$ cat src/rtl/core_interrupt_controller.sv
// core_interrupt_controller
// Interrupt entry/exit sequencing for the PIC16F core around INTCON.
// Detects RB0/INT edges, RB7:4 changes (optional) and TMR0 overflow, drives
// the INTCON flag-set strobes, and sequences stack push / PC vector load.
//
// Optional feature macro: CORE_INT_RB_CHANGE_EN (RB7:4 change detection).
//
// Ports:
//   clk, rst              core clock, synchronous active-high reset
//   intcon_*  (in)        INTCON enable and flag bits
//   tmr0_overflow         one-cycle TMR0 wrap pulse
//   rb0_pin, rb_port_hi   asynchronous PORTB pins
//   option_intedg         RB0/INT edge select (1 = rising)
//   rb_port_read          core read of PORTB
//   instr_boundary        instruction finished, next fetch not committed
//   retfie_exec           RETFIE executing
//   intcon_*_en (out)     GIE clear/set and flag-set strobes to INTCON
//   int_stack_push        push PC onto hardware stack
//   int_pc_load           load PC from int_vector
//   int_vector            constant interrupt vector
//   int_busy              interrupt entry in progress, fetch stalled
//   sleep_wake            any enabled flag set, independent of GIE
module core_interrupt_controller #(
  parameter int unsigned          PC_WIDTH    = 13,
  parameter logic [PC_WIDTH-1:0]  VECTOR_ADDR = PC_WIDTH'(4)
) (
  input  logic                clk,
  input  logic                rst,
  input  logic                intcon_gie,
  input  logic                intcon_peie,
  input  logic                intcon_t0ie,
  input  logic                intcon_inte,
  input  logic                intcon_rbie,
  input  logic                intcon_t0if,
  input  logic                intcon_intf,
  input  logic                intcon_rbif,
  input  logic                tmr0_overflow,
  input  logic                rb0_pin,
  input  logic                option_intedg,
  input  logic [3:0]          rb_port_hi,
  input  logic                rb_port_read,
  input  logic                instr_boundary,
  input  logic                retfie_exec,
  output logic                intcon_gie_clr_en,
  output logic                intcon_gie_set_en,
  output logic                intcon_t0if_set_en,
  output logic                intcon_intf_set_en,
  output logic                intcon_rbif_set_en,
  output logic                int_stack_push,
  output logic                int_pc_load,
  output logic [PC_WIDTH-1:0] int_vector,
  output logic                int_busy,
  output logic                sleep_wake
);

  typedef enum logic [1:0] {IDLE, PENDING, PUSH, VECTOR} state_t;

  state_t     state, state_next;
  logic [2:0] rb0_sync;      // [0],[1] synchroniser stages, [2] edge history
  logic       intf_edge_q;
  logic       rb_mismatch;
  logic       rb_term;
  logic       source_active;
  logic       pending;

  // RB0/INT synchroniser, edge history and registered edge strobe
  always_ff @(posedge clk) begin
    if (rst) begin
      rb0_sync    <= '0;
      intf_edge_q <= 1'b0;
    end else begin
      rb0_sync    <= {rb0_sync[1:0], rb0_pin};
      intf_edge_q <= option_intedg ? (rb0_sync[1] & ~rb0_sync[2])
                                   : (~rb0_sync[1] & rb0_sync[2]);
    end
  end

`ifdef CORE_INT_RB_CHANGE_EN
  logic [3:0] rb_sync1, rb_sync2, rb_latch;
  logic       unused_inputs;

  // RB7:4 synchroniser and last-read latch
  always_ff @(posedge clk) begin
    if (rst) begin
      rb_sync1 <= '0;
      rb_sync2 <= '0;
      rb_latch <= '0;
    end else begin
      rb_sync1 <= rb_port_hi;
      rb_sync2 <= rb_sync1;
      if (rb_port_read) rb_latch <= rb_sync2;
    end
  end

  assign rb_mismatch   = (rb_sync2 != rb_latch);
  assign rb_term       = intcon_rbie & intcon_rbif;
  assign unused_inputs = intcon_peie;
`else
  logic unused_inputs;

  assign rb_mismatch   = 1'b0;
  assign rb_term       = 1'b0;
  assign unused_inputs = ^{intcon_peie, rb_port_hi, rb_port_read,
                           intcon_rbie, intcon_rbif};
`endif

  assign source_active = (intcon_t0ie & intcon_t0if) |
                         (intcon_inte & intcon_intf) | rb_term;
  assign pending       = intcon_gie & source_active;

  // State register
  always_ff @(posedge clk) begin
    if (rst) state <= IDLE;
    else     state <= state_next;
  end

  // Next state and strobes; everything held quiet while rst is asserted
  always_comb begin
    state_next         = state;
    int_stack_push     = 1'b0;
    intcon_gie_clr_en  = 1'b0;
    int_pc_load        = 1'b0;
    int_busy           = 1'b0;
    intcon_gie_set_en  = !rst && retfie_exec;
    intcon_t0if_set_en = !rst && tmr0_overflow;
    intcon_intf_set_en = !rst && intf_edge_q;
    intcon_rbif_set_en = !rst && rb_mismatch;
    sleep_wake         = !rst && source_active;
    case (state)
      IDLE: begin
        if (pending) state_next = PENDING;
      end
      PENDING: begin
        int_busy = !rst;
        // Software withdrawing the request wins over a coincident boundary
        if (!pending)           state_next = IDLE;
        else if (instr_boundary) state_next = PUSH;
      end
      PUSH: begin
        int_busy          = !rst;
        int_stack_push    = !rst;
        intcon_gie_clr_en = !rst;
        state_next        = VECTOR;
      end
      VECTOR: begin
        int_busy    = !rst;
        int_pc_load = !rst;
        state_next  = IDLE;
      end
      default: state_next = IDLE;
    endcase
  end

  assign int_vector = VECTOR_ADDR;

endmodule

$ cat config.mk
export PLATFORM = sky130hd
export DESIGN_NAME = core_interrupt_controller
export DESIGN_NICKNAME = d
export VERILOG_FILES = /design/src/rtl/core_interrupt_controller.sv
export SDC_FILE = /design/constraint.sdc
export NUM_CORES = 1
export LEC_CHECK = 0
export CAP_MARGIN = 20
export CORE_MARGIN = 2
export CORE_UTILIZATION = 27
export CTS_CLUSTER_DIAMETER = 100
export CTS_CLUSTER_SIZE = 30
export DETAILED_ROUTE_END_ITERATION = 7
export PLACE_DENSITY_LB_ADDON = 0.12
export SLEW_MARGIN = 25
export SYNTH_ARGS = -nofsm -noshare
export SYNTH_HDL_FRONTEND = slang
export SYNTH_SLANG_ARGS = --single-unit
$ cat constraint.sdc
create_clock -name clk -period 1.1 [get_ports clk]
set_input_delay 0.165 -clock clk [delete_from_list [all_inputs] [get_ports clk]]
set_output_delay 0.165 -clock clk [all_outputs]
set_load 0.01 [all_outputs]
-- Word level (Yosys, flattened, before mapping)
Index checks and enable logic that the tools add are counted.
- register bits: 6
- latch bits: 0
- RAM bits: 0
- bits in read-only memories: 0
- bits of input ports: 20
- output and inout bits: 22
- word-level logic and storage cells: 32
- memories: 0
- $add $sub $neg: 0
- multipliers: 0
- div/mod/pow operators: 0
- order comparisons: 0
- equality and inequality tests: 5
- shift-type cells: 0
- mux-type cells: 8
- bitwise operators: 8
- reduce and logical (&&, ||, !) cells: 8
- operator list (cell ; count):
    one-hot mux 2 bit (4 select lines) ; 1
    two-way mux 2 bit ; 3
    bitwise AND 1 bit ; 5
    equality test 2 bit (second input constant) ; 2
    logical AND 1 bit ; 4
    two-way mux 1 bit ; 4
    inequality test 3 bit (second input constant) ; 1
    OR reduction 3 bit ; 1
    equality test 2 x 1 -> 1 bit (second input constant) ; 1
    zero test 2 bit ; 1
    inequality test 2 bit (second input constant) ; 1
    inverter 1 bit ; 2
    AND reduction 2 bit ; 1
    zero test 1 bit ; 1
    OR 1 bit ; 1

-- Depth between registers and ports, before layout
- word-level depth: 5
- depth in mapped cells: 3
- depth with buffers taken out: 3

-- Worst setup path after synthesis
Ideal clock, no wire load.
- path type: register to output
- from: register (tool-made name)
- to: output port intcon_gie_clr_en
- arrival time: 0.839 ns
- required time: 0.935 ns
- path slack: 0.096 ns
- cell stages (with the launch flop): 3
- buffers on the path: 1
- cell sequence: dfxtp_1 nor3b_2 buf_4
- RTL lines (element ; line ; RTL):
    end, declared ; 44 ; output logic intcon_gie_clr_en,

-- Final worst setup path
- from: register state[0]
- to: output port intcon_gie_clr_en
- word-level cells in the longest chain between the ends: 2
- RTL lines (element ; line ; RTL):
    start, declared ; 58 ; state_t state, state_next;
    start signal, assigned ; 114 ; else state <= state_next;
    equality test 2 bit ; 129 ; case (state)
    two-way mux 1 bit ; 129 ;
Every way passes these cells.

==> flow_summary.rst <==
.. list-table::
   :header-rows: 1

   * - Metric
     - Value
   * - Post-detailed-placement half-perimeter wirelength
     - about 570 um
   * - Synthesis-to-layout area growth
     - 53.8%
   * - Ranking of synthesized cells by area
     - sky130_fd_sc_hd__dfxtp_1, sky130_fd_sc_hd__buf_4, sky130_fd_sc_hd__nor2b_1, sky130_fd_sc_hd__nor3b_2, sky130_fd_sc_hd__nor4bb_1
   * - Worst Reg2Reg Path Length in Cells
     - 4
   * - Endpoint type of the worst setup path
     - output pin
   * - Post-synthesis area per instance
     - between 8 and 9 um2
   * - CTS tree
     - done
   * - Initial antenna violation count
     - 0
   * - Storage cell area
     - 125 um2
   * - Reg-to-reg setup timing slack
     - 70 ps
   * - Worst-case clock buffer depth
     - 2
   * - Root buffer cell
     - sky130_fd_sc_hd__clkbuf_4
   * - Max FO, Critical Path
     - 4
   * - Detailed-route DRC error count
     - 0
   * - Multi-input gate area
     - between 200 and 250 um2
   * - Leak pwr
     - 0.000296 uW
   * - Weighted congestion at the end of routability-driven global placement
     - 0.689
   * - Setup repair after global routing missed its margin
     - yes
   * - Post-Syn Instances
     - between 40 and 50
   * - Path type of the worst min-delay path
     - in -> reg
   * - Remaining global-route overflow
     - 0
   * - Number of buffers created by CTS
     - 3
   * - Routed wire per std cell
     - 8.03 um
   * - Share of the synthesized area in the top cell type
     - 0.308
   * - Start-to-end type of the worst setup path
     - reg -> out
   * - Post-synth top area cell
     - sky130_fd_sc_hd__dfxtp_1
   * - Iteration count of the initial detailed-routing pass
     - 1
   * - Post-route antenna net violation count
     - 0
   * - First-pass GRT wire length
     - between 1000 and 1500 um
   * - Layout cell share with drive strength beyond 1
     - 0.394
   * - Total Nets Final
     - 93
   * - Boundary Pins
     - 42
   * - Setup Viol. Count Final
     - 2
   * - Hold EP
     - intf_edge_q
   * - Count of antenna diodes in the layout
     - 0
   * - Post-route standard cell area excluding fillers
     - around 600 um2
   * - Number of vias per cell after detailed routing
     - between 3 and 4
   * - Setup slack after layout
     - -18.8 ps
   * - Height of the chip
     - 42.0 um
   * - PnR Total Power
     - 549 uW
   * - Die ar.
     - around 1800 um2
   * - Vias in the first global route
     - 317
   * - Required arrival time at the worst endpoint
     - 940 ps
   * - Total Routed Length
     - about 690 um
   * - Largest net degree at the start of global routing
     - 6
   * - Crit path DAT
     - 950 ps
   * - Number of maximum-capacitance constraint violations
     - 0
   * - Cell variety after synth
     - 18
   * - Worst hold stages
     - 3
   * - Flop and latch count out of synthesis
     - 6
   * - Combined global-route utilization of all metal layers
     - 0.0933
   * - Fill cells
     - 142
   * - DIE WIDTH
     - about 42 um
   * - Standard-cell row count
     - 13
   * - Number of design-rule violations left by the first detailed-router iteration
     - 0
   * - Max Slew Vio Count
     - 0
   * - I/O Buffers
     - 19
   * - Number of sinks on the clock net
     - 6
   * - Final clock period utilization by the worst path
     - 1.02
   * - Violations in the final reports
     - negative setup slack
   * - Fraction of the yosys area taken by sequential cells
     - 0.308
   * - Worst Clk Skew
     - approximately 2.5 ps
   * - Worst-skew pair later-pin latency
     - 240 ps
   * - Final hold viol count
     - 0
   * - Run status
     - finished, violations left
   * - Standard cell area after detailed placement
     - 587 um2
   * - Core Area
     - 1330 um2
   * - Hold_sp
     - rst
   * - Deepest level of the CTS H-tree
     - 1
   * - VDD IR max
     - approximately 0.64 mV
   * - Count of placed standard cells in the final layout, fillers left out
     - 86
   * - Dpl ws
     - -523 ps
   * - Time the worst path needs with I/O delays and setup
     - between 1000 and 1500 ps
   * - Top achievable clock speed
     - 894 MHz
   * - Number of instances in the placed design
     - 82
   * - Netlist area before placement
     - between 300 and 400 um2
   * - Cell area power density
     - around 900 nW/um2
   * - Synth warnings
     - 0
   * - Total number of vias
     - roughly 340
   * - Type of element launching the critical path
     - flip-flop
   * - Util after Layout
     - 0.450
   * - Starting Density
     - 0.293
   * - Clock slew at the register clock pins of the worst setup and hold paths
     - around 40 ps
per-layer routing:
layer | part of all wire | global-route usage | vias up
met5 | 0 | 0 | -
met2 | 0.47 | 0.138 | 25
li1 | - | - | 171
met1 | 0.39 | 0.102 | 139
met3 | 0.14 | 0.0690 | 0
met4 | 0 | 0.0375 | 0
report_power, final:
group / total (uW) / switching [uW] / leakage (uW) / internal, uW
registers: 229 / 4.73 / 0.0000503 / 225
logic: 119 / 53.2 / 0.000232 / 66.2
clock network: 201 / 77.4 / 0.0000138 / 123
layout by cell type, fill, tap and decap left out, types with 2 or more instances in the layout:
master / n
sky130_fd_sc_hd__dfxtp_1: 4
sky130_fd_sc_hd__dlygate4sd2_1: 4
sky130_fd_sc_hd__buf_2: 7
sky130_fd_sc_hd__buf_4: 7
sky130_fd_sc_hd__conb_1: 14
sky130_fd_sc_hd__buf_6: 2
sky130_fd_sc_hd__nor2b_1: 6
sky130_fd_sc_hd__clkdlybuf4s50_1: 6
sky130_fd_sc_hd__clkbuf_4: 3
worst max-delay path by stage:
stage	startpoint	endpoint	slack, ps	cells after the start
finish	state[0]	intcon_gie_clr_en	-20	2
floorplan	flip-flop	intcon_gie_clr_en	100	2
global placement	intcon_t0ie	sleep_wake	-520	4
detailed placement	rst	intcon_gie_set_en	-520	4
CTS	state[0]	intcon_gie_clr_en	-40	2
global route	flip-flop	intcon_gie_clr_en	-90	2
cell usage after synthesis:
| library cell | number |
|---|---|
| sky130_fd_sc_hd__a21oi_1 | 1 |
| sky130_fd_sc_hd__a21oi_2 | 1 |
| sky130_fd_sc_hd__a22o_1 | 1 |
| sky130_fd_sc_hd__a31o_1 | 1 |
| sky130_fd_sc_hd__and3b_1 | 1 |
| sky130_fd_sc_hd__buf_2 | 1 |
| sky130_fd_sc_hd__buf_4 | 15 |
| sky130_fd_sc_hd__conb_1 | 2 |
| sky130_fd_sc_hd__dfxtp_1 | 6 |
| sky130_fd_sc_hd__nand3b_1 | 1 |
| sky130_fd_sc_hd__nor2_1 | 2 |
| sky130_fd_sc_hd__nor2b_1 | 6 |
| sky130_fd_sc_hd__nor2b_2 | 1 |
| sky130_fd_sc_hd__nor3_1 | 1 |
| sky130_fd_sc_hd__nor3b_2 | 1 |
| sky130_fd_sc_hd__nor4bb_1 | 1 |
| sky130_fd_sc_hd__o21a_1 | 1 |
| sky130_fd_sc_hd__or3b_1 | 1 |
through the flow:
| step | TNS [ps] | hold WS [ps] |
|---|---|---|
| after CTS | -129 | 365 |
| after global routing | -265 | 377 |
| after detailed placement | -4630 | 433 |
| final | -36.4 | 366 |
| after global placement | -4580 | 423 |
| after floorplan | 0 | 293 |
kinds of logic (layout without fill, tap and decap cells):
logic type,Yosys count,in the layout,synth area share
AOI/OAI and AO/OA,5,5,0.0994
DFF,6,6,0.308
buffers and inverters,16,31,0.301
other,2,14,0.0192
and+or+nand+nor,15,15,0.272
what timing repair did:
action                                  in CTS  in global routing
buffers inserted                             1                  0
pin swaps                                    3                  3
hold buffers                                 0                  0
endpoints found under the setup margin       9                  7
cloned                                       0                  0
resized for setup                           41                  5
critical path: stages, from the launching register on:
cell and delay (ps):
sky130_fd_sc_hd__dfxtp_4 350, sky130_fd_sc_hd__nor3b_4 190, sky130_fd_sc_hd__buf_2 160
layout make-up:
class | instances | share of cell area
Tap cell | 15 | 0.0313
Sequential cell | 6 | 0.208
Clock buffer | 3 | 0.0375
Multi-Input combinational cell | 34 | 0.354
Timing Repair Buffer | 28 | 0.369
Power figures use the tool's default switching activity.
